### config.mk
export PLATFORM = sky130hd
export DESIGN_NAME = reg_share_arbiter
export DESIGN_NICKNAME = d
export VERILOG_FILES = /design/src/rtl/reg_share_arbiter.sv
export SDC_FILE = /design/constraint.sdc
export NUM_CORES = 1
export LEC_CHECK = 0
export BUFFER_PORTS_ARGS = -buffer_cell sky130_fd_sc_hd__buf_2
export CORE_AREA = 2 2 46 59
export CTS_CLUSTER_SIZE = 12
export DETAILED_ROUTE_END_ITERATION = 6
export DIE_AREA = 0 0 48 61
export PLACE_DENSITY = 0.86
export SKIP_CTS_REPAIR_TIMING = 1
export SLEW_MARGIN = 20
export SYNTH_ARGS = -nofsm -noshare
export SYNTH_HDL_FRONTEND = slang
export SYNTH_SLANG_ARGS = --single-unit
### constraint.sdc
create_clock -name clk -period 1.7 [get_ports clk]
set_input_delay 0.17 -clock clk [delete_from_list [all_inputs] [get_ports clk]]
set_output_delay 0.17 -clock clk [all_outputs]
set_load 0.03 [all_outputs]
### src/rtl/reg_share_arbiter.sv
// Round-robin arbiter and write sequencer owning the single write path of a shared DW-bit register.
// Optional sticky grant lock is enabled by defining ARB_LOCK_EN.
module reg_share_arbiter #(
  parameter  int SW   = 2,
  parameter  int DW   = 8,
  localparam int NREQ = 2 ** SW
) (
  input  logic               clk,
  input  logic               rst,
  input  logic [NREQ-1:0]    req,
  input  logic [NREQ*DW-1:0] wdata,
`ifdef ARB_LOCK_EN
  input  logic               lock,
`endif
  output logic [NREQ-1:0]    gnt,
  output logic [DW-1:0]      q,
  output logic               q_vld,
  output logic [SW-1:0]      q_src
);

  typedef enum logic [1:0] {
    S_IDLE,
    S_GNT,
    S_HOLD
  } state_e;

  state_e            state_q, state_d;
  logic [NREQ-1:0]   gnt_q, gnt_d;
  logic [DW-1:0]     q_q, q_d;
  logic              q_vld_q, q_vld_d;
  logic [SW-1:0]     q_src_q, q_src_d;
  logic [SW-1:0]     ptr_q, ptr_d;
  logic [SW-1:0]     win_q, win_d;

  logic              rr_found;
  logic [SW-1:0]     rr_win;
  logic [SW-1:0]     scan_idx;

  logic              keep_lock;
`ifdef ARB_LOCK_EN
  logic              lock_flag_q, lock_flag_d;
  assign keep_lock = lock_flag_q && req[ptr_q];
`else
  assign keep_lock = 1'b0;
`endif

  // Scan ptr+1, ptr+2, ... wrapping naturally in SW bits; the last slot checked is ptr itself.
  always_comb begin
    // NOTE: every variable gets a default before any conditional write so no latch is inferred.
    rr_found = 1'b0;
    rr_win   = ptr_q;
    scan_idx = ptr_q;
    for (int k = 1; k <= NREQ; k++) begin
      scan_idx = ptr_q + SW'(k);
      if (!rr_found && req[scan_idx]) begin
        rr_found = 1'b1;
        rr_win   = scan_idx;
      end
    end
  end

  always_comb begin
    state_d = state_q;
    gnt_d   = gnt_q;
    q_d     = q_q;
    q_vld_d = q_vld_q;
    q_src_d = q_src_q;
    ptr_d   = ptr_q;
    win_d   = win_q;
`ifdef ARB_LOCK_EN
    lock_flag_d = lock_flag_q;
`endif
    unique case (state_q)
      S_IDLE: begin
        if (keep_lock) begin
          win_d   = ptr_q;
          gnt_d   = {{(NREQ-1){1'b0}}, 1'b1} << ptr_q;
          state_d = S_GNT;
        end else begin
`ifdef ARB_LOCK_EN
          lock_flag_d = 1'b0;
`endif
          if (rr_found) begin
            win_d   = rr_win;
            gnt_d   = {{(NREQ-1){1'b0}}, 1'b1} << rr_win;
            state_d = S_GNT;
          end
        end
      end
      S_GNT: begin
        // The write completes regardless of req; wdata is sampled on this edge.
        q_d     = wdata[win_q*DW +: DW];
        q_src_d = win_q;
        ptr_d   = win_q;
        gnt_d   = '0;
        q_vld_d = 1'b1;
`ifdef ARB_LOCK_EN
        lock_flag_d = lock;
`endif
        state_d = S_HOLD;
      end
      S_HOLD: begin
        q_vld_d = 1'b0;
        state_d = S_IDLE;
      end
      default: begin
        gnt_d   = '0;
        q_vld_d = 1'b0;
        state_d = S_IDLE;
      end
    endcase
  end

  always_ff @(posedge clk) begin
    // NOTE: sequential state uses non-blocking assignments so all flops update together at the edge.
    if (rst) begin
      state_q <= S_IDLE;
      gnt_q   <= '0;
      q_q     <= '0;
      q_vld_q <= 1'b0;
      q_src_q <= '0;
      ptr_q   <= SW'(NREQ - 1);
      win_q   <= '0;
`ifdef ARB_LOCK_EN
      lock_flag_q <= 1'b0;
`endif
    end else begin
      state_q <= state_d;
      gnt_q   <= gnt_d;
      q_q     <= q_d;
      q_vld_q <= q_vld_d;
      q_src_q <= q_src_d;
      ptr_q   <= ptr_d;
      win_q   <= win_d;
`ifdef ARB_LOCK_EN
      lock_flag_q <= lock_flag_d;
`endif
    end
  end

  assign gnt   = gnt_q;
  assign q     = q_q;
  assign q_vld = q_vld_q;
  assign q_src = q_src_q;

endmodule
==> results of run 1 <==
-- stage by stage --
step	hold slack (ns)	cells	util, %
2_1_floorplan	0.4523	110	-
3_3_place_gp	0.4388	190	54.47
3_5_place_dp	0.4489	190	54.47
4_1_cts	0.2322	194	55.58
5_1_grt	0.2482	194	55.58
6_report	0.2394	194	55.58
-- cell usage after synthesis (all sizes together) (3+ instances only) --
cell / n / area, sq um
nor3: 3 / 15.01
buf: 4 / 22.52
inv: 3 / 11.26
nor2b: 3 / 18.77
nand2b: 3 / 26.27
clkbuf: 3 / 11.26
o31ai: 4 / 30.03
dfxtp: 21 / 420.4
nor2: 6 / 22.52
nand3: 4 / 20.02
a21oi: 14 / 70.07
mux4: 8 / 180.2
nand2: 22 / 82.58
o21ai: 4 / 20.01
-- cell type report --
cell class | instances | area, sq um | share of cell area, %
Inverter | 3 | 11.26 | 0.8523
Sequential cell | 21 | 420.4 | 31.82
Clock buffer | 4 | 26.28 | 1.989
Tap cell | 33 | 41.29 | 3.125
Multi-Input combinational cell | 79 | 546.8 | 41.38
Timing Repair Buffer | 54 | 275.3 | 20.83
-- layer usage --
metal / global-route usage (%) / vias to the layer above / wire length, um
li1: - / 500 / -
met4: 7.336 / 0 / 36
met3: 2.381 / 4 / 151
met1: 19.55 / 457 / 980
met5: 0 / - / 0
met2: 35.81 / 51 / 1370
-- state kept, by name (all words and copies together) (netlist names) --
signal / count
q: 8
gnt: 4
ptr_q: 2
q_src: 2
state_q: 2
win_q: 2
q_vld: 1
-- logic make-up (layout without fill, tap and decap cells) --
logic type	Yosys count	after routing	share of synthesized area, %
and+or+nand+nor	43	43	19.53
AOI/OAI and AO/OA	28	28	16.69
DFF	21	21	41.53
buffers and inverters	10	61	4.450
muxes	8	8	17.80
-- worst max-delay path by stage --
stage	from	end	slack, ns
2_1_floorplan	win_q[0]	q[0]	0.48
3_3_place_gp	req[2]	gnt[3]	0.37
3_5_place_dp	req[2]	gnt[1]	0.33
4_1_cts	ptr_q[0]	gnt[1]	0.33
5_1_grt	ptr_q[1]	win_q[0]	0.19
6_report	ptr_q[1]	gnt[1]	0.34
-- power by group through the flow --
| stage | combinational, W | clock (W) | sequential (W) |
|---|---|---|---|
| after floorplan | 0.000195 | 0 | 0.000632 |
| after global placement | 0.000337 | 0 | 0.000585 |
| after detailed placement | 0.000349 | 0 | 0.000588 |
| after CTS | 0.000350 | 0.000241 | 0.000577 |
| after global routing | 0.000381 | 0.000263 | 0.000585 |
| final | 0.000346 | 0.000235 | 0.000577 |
==> summary.txt, run 1 <==
Drt
  – Remaining antenna violation count: 0
  – Residual DRC: 0
  – Per-cell routed wire length: 13.09 um
  – Drt initial violations: 19
  – Post-Route WL: 2.540 mm
  – DR pass1 iterations: 4
  – Avg Vias per Cell: 5.216
  – Vias: 1012

Pwr
  – Switching Share: 32.08%
  – Int Power: 0.0007866 W
  – Total power per unit cell area: 876.6 nW/um^2
  – Power Total: 0.001158 W
  – Peak supply drop: 0.4101 mV
  – Comb power frac: 29.9%
  – Psw: 0.0003716 W
  – LEAKAGE: 0.5952 nW
  – Seq pwr share: 49.9%
  – Clock group share of total power: 20.3%

Global route
  – Largest net degree at the start of global routing: 18
  – Initial antenna violation count: 0
  – First-pass GRT wire length: 4.002 mm
  – Grt total ovfl: 0
  – Gr usage total: 18.75%
  – Vias in the first global route: 990

Cells and area
  – NumNets Final: 200
  – Commonest non-fill, non-tap cell in the layout: buf_2
  – Cell area after layout: 1321 sq um
  – Number of diodes: 0
  – Most frequent cells in the layout: 52 x buf_2, 22 x nand2_1, 21 x dfxtp_1
  – Fill count: 220
  – Area delta synth->final: 30.53%
  – Layout cells sized above 1: 40.99%

STA
  – Max Transition Viols Final: 0
  – Final TNS setup: 0 ns
  – Max-slew headroom: 67.96%
  – Crit path time final: 1.357 ns
  – Fmax: 736.8 MHz
  – Fin worst setup slack: 0.3427 ns
  – Fin Clk Skew: 0.0007435 ns
  – Least-Margin Pin Slew: 0.4806 ns
  – # setup viols final: 0
  – Fin crit share: 79.84%
  – Final Hold Fails: 0
  – RSZ-0062 raised after global routing: false

Worst setup path
  – CP required: 1.88 ns
  – Worst r2r src: ptr_q[1]
  – Slowest stage delay, CP: 0.48 ns
  – CP Launch Type: flop
  – Worst Path Buf+Inv: 1
  – Crit path kind: reg2reg
  – FF-to-FF path depth: 4
  – Crit path DAT: 1.54 ns
  – Crit-path slowest cell: dfxtp_1
  – Worst-path cell chain: inv_1 > o21a_1 > a221oi_1 > o31ai_1
  – Crit path depth: 4
  – CP delay by family, top: compound AO/OA/AOI/OAI gates
  – Worst-path maximum fanout: 7
  – R2R Path End: gnt[1]
  – CP Capture Type: flop
  – Worst reg2reg setup slack: 0.34 ns

Clock network
  – CTS H-tree depth: 1
  – CTS buffer count: 3
  – Root Buffer: clkbuf_4
  – Clk_lat worst skew: 0.29 ns
  – Clk slew on worst S/H paths: 0.11 ns
  – Maximum buffer depth of the clock tree: 2
  – Sink Count: 21
  – CTS tree: yes

Synth
  – Asr flop ratio synth: 0%
  – Seq/Total Area, Yosys: 41.53%
  – Avg Inst Size Synth: 9.202 sq um
  – Number of synthesized register bits: 21
  – Post-Synthesis Cells: 110
  – Top FF cell, synth: dfxtp_1
  – Post-synth EDFFs: 0
  – Post-Syn Nets: 148
  – Post-Syn Area: 1012 sq um
  – Distinct cells, synth: 25
  – Synthesis Warnings: 0

Die
  – CORE AREA: 2377 sq um
  – Die span in x: 48 um
  – Die H: 61 um
  – IO Pins: 53
  – Initial Util: 42.58%
  – Rows: 20
  – Die area: 2928 sq um

Min path
  – HP Start: rst
  – Hold Crit Endpoint: state_q[1]
  – WHS Path Cells: 2
  – Hold crit path type: in2reg

Placement
  – PortBufs: 52
  – Gpl congestion: 0.7552
  – Post-DP HPWL: 2.070 mm
  – Pre-CTS WS: 0.3262 ns
  – Cell Area, Placed: 1295 sq um

Run
  – Number of max-cap violations: 0

Status
  – Status: complete, no violations
Note: power is estimated with default switching activity, not from simulation.
==> run 2: changes to the inputs <==
- CORE_AREA: 2 2 46 59 -> 2 2 49 62
- DIE_AREA: 0 0 48 61 -> 0 0 51 64
- PLACE_DENSITY: 0.86 -> 0.82
- clock period: 1.7 -> 1.2 ns (I/O delays scaled with it)
==> run 2 against run 1 <==
  * The run now ends with negative setup slack left
  * Clock-buffer cell count stayed put
  * Via count is 5.6% higher
  * Core utilization is 0.81 points higher
  * Worst setup slack worse by 0.40 ns
  * Sequential power is 39% higher
  * Clock skew is 0.0042 ns higher
  * Maximum frequency is 8.2% higher
  * Design area is 13% higher
  * Die area is 11% higher
  * Sequential cell count stayed put
  * Hold slack worse by 0.027 ns
  * Routed wire length is 6.7% higher
==> summary.txt, run 2 (synthesized netlist as in run 1, its figures left out) <==
Pwr
  – Peak supply drop: 0.4836 mV (+18%)
  – LEAKAGE: 0.6865 nW (+15%)
  – Total power per unit cell area: 1172 nW/um^2 (+34%)
  – Power Total: 0.001754 W (+51%)

Status
  – Status: finished, violations left
  – Failing checks: negative setup slack

Drt
  – DR pass1 iterations: 4 (unchanged)
  – Post-Route WL: 2.709 mm (+6.7%)
  – Residual DRC: 0 (unchanged)
  – Remaining antenna violation count: 0 (unchanged)
  – Vias: 1069 (+5.6%)
  – Avg Vias per Cell: 5.115 (-1.9%)
  – Drt initial violations: 31 (+12)
  – Per-cell routed wire length: 12.96 um (-1.0%)

STA
  – Fin Hold WS: 0.2127 ns (-0.02668 ns)
  – Fin crit share: 104.5% (+25 points)
  – Final Hold Fails: 0 (unchanged)
  – RSZ-0062 raised after global routing: true
  – Fin worst setup slack: -0.05404 ns (-0.3967 ns)
  – Fin Clk Skew: 0.004978 ns (+0.004235 ns)
  – Crit path time final: 1.254 ns (-0.1033 ns)
  – Least-Margin Pin Slew: 0.3830 ns (-0.09758 ns)
  – Fmax: 797.4 MHz (+8.2%)
  – # setup viols final: 9 (+9)
  – Max-slew headroom: 74.23% (+6.3 points)
  – Max Transition Viols Final: 0 (unchanged)

Die
  – CORE AREA: 2654 sq um (+12%)
  – Die H: 64 um (+4.9%)
  – Rows: 21 (+5.0%)
  – Die span in x: 51 um (+6.3%)
  – Die area: 3264 sq um (+11%)
  – IO Pins: 53 (unchanged)
  – Initial Util: 38.14% (-4.4 points)

Worst setup path
  – Slowest stage delay, CP: 0.52 ns (+0.04 ns)
  – Worst reg2reg setup slack: -0.05 ns (-0.40 ns)
  – CP Launch Type: flop
  – Worst-path cell chain: buf_12 > mux4_2 > nand2_2 > a21oi_2
  – Crit path depth: 4 (unchanged)
  – CP required: 1.39 ns (-0.49 ns)
  – FF-to-FF path depth: 4 (unchanged)
  – Crit path kind: reg2reg
  – R2R Path End: q[7]
  – CP endpoint: q[7]
  – CP delay by family, top: multiplexers
  – Worst r2r src: win_q[0]
  – Worst-path maximum fanout: 8 (+1)
  – Worst Setup SP: win_q[0]
  – CP Capture Type: flop
  – Crit path DAT: 1.45 ns (-0.09 ns)
  – Worst Path Buf+Inv: 1 (unchanged)
  – Crit-path slowest cell: mux4_2

Cells and area
  – Most frequent cells in the layout: 52 x buf_2, 20 x nand2_1, 19 x dfxtp_1
  – Non-Filler Instances: 209 (+7.7%)
  – Cell area after layout: 1496 sq um (+13%)
  – Commonest non-fill, non-tap cell in the layout: buf_2
  – Util after Layout: 56.39% (+0.81 points)
  – NumNets Final: 214 (+7.0%)
  – Area delta synth->final: 47.84%
  – Number of diodes: 0 (unchanged)
  – Layout cells sized above 1: 53.14% (+12 points)
  – Number of flip-flops in the largest register: 8 (unchanged)

Clock network
  – Clk slew on worst S/H paths: 0.11 ns (about the same)
  – Clk_lat worst skew: 0.29 ns (about the same)
  – CTS buffer count: 3 (unchanged)
  – CTS H-tree depth: 1 (unchanged)
  – Maximum buffer depth of the clock tree: 2 (unchanged)
  – CTS tree: yes
  – Root Buffer: clkbuf_4
  – Sink Count: 21 (unchanged)

Global route
  – Gr usage total: 16.09% (-2.7 points)
  – First-pass GRT wire length: 4.084 mm (+2.0%)
  – Grt total ovfl: 0 (unchanged)
  – Largest net degree at the start of global routing: 17 (-1)
  – Initial antenna violation count: 0 (unchanged)
  – Vias in the first global route: 1038 (+4.8%)

Placement
  – Post-DP HPWL: 2.133 mm (+3.0%)
  – Cell Area, Placed: 1414 sq um (+9.2%)
  – Placed Cells: 205 (+7.9%)
  – PortBufs: 52 (unchanged)
  – Gpl congestion: 0.8460 (+12%)

Min path
  – Hold crit path type: in2reg
  – HP Start: rst

Run
  – Number of max-cap violations: 0 (unchanged)
[run 2: where the power goes]
| group | total (W) | switching (W) | internal (W) |
|---|---|---|---|
| logic | 0.000624 | 0.000319 | 0.000305 |
| clock network | 0.000326 | 0.000197 | 0.000129 |
| registers | 0.000804 | 0.0000406 | 0.000763 |
| total | 0.00175 | 0.000556 | 0.00120 |
[run 2: worst min path at each step]
stage / to / slack, ns / depth (start not counted)
finish: q[6] / 0.21 / 3
global route: q[6] / 0.21 / 3
CTS: win_q[1] / 0.20 / 3
detailed placement: q[3] / 0.45 / 2
global placement: q[3] / 0.44 / 2
floorplan: q[7] / 0.41 / 2
[run 2: metal layers]
| layer | GRT usage, % | routed length, um | part of all wire [%] |
|---|---|---|---|
| met5 | 0 | 0 | 0 |
| met1 | 16.74 | 1003 | 37 |
| met2 | 30.84 | 1453 | 54 |
| met3 | 1.402 | 218 | 8.0 |
| met4 | 8.108 | 34 | 1.3 |
[run 2: per-stage QoR]
step                setup slack (ns)  setup TNS, ns
floorplan                   0.003345              0
global placement            -0.03995        -0.3592
detailed placement          -0.07341        -0.6581
CTS                         -0.09672        -0.8040
global route                 -0.1264        -0.8655
finish                      -0.05404        -0.2589
[run 2: area by class of cell]
class	count	area (sq um)
multi-input combinational	79	600.6
timing repair buffer	68	392.9
sequential	21	422.9
inverter	3	11.26
fill	236	1157
tap	34	42.54
clock buffer	4	26.28
[run 2: worst register-to-register path, stage by stage, from the launching register on]
cell     delay (ns)
dfxtp_2        0.37
buf_12         0.14
mux4_2         0.52
nand2_2        0.09
a21oi_2        0.05
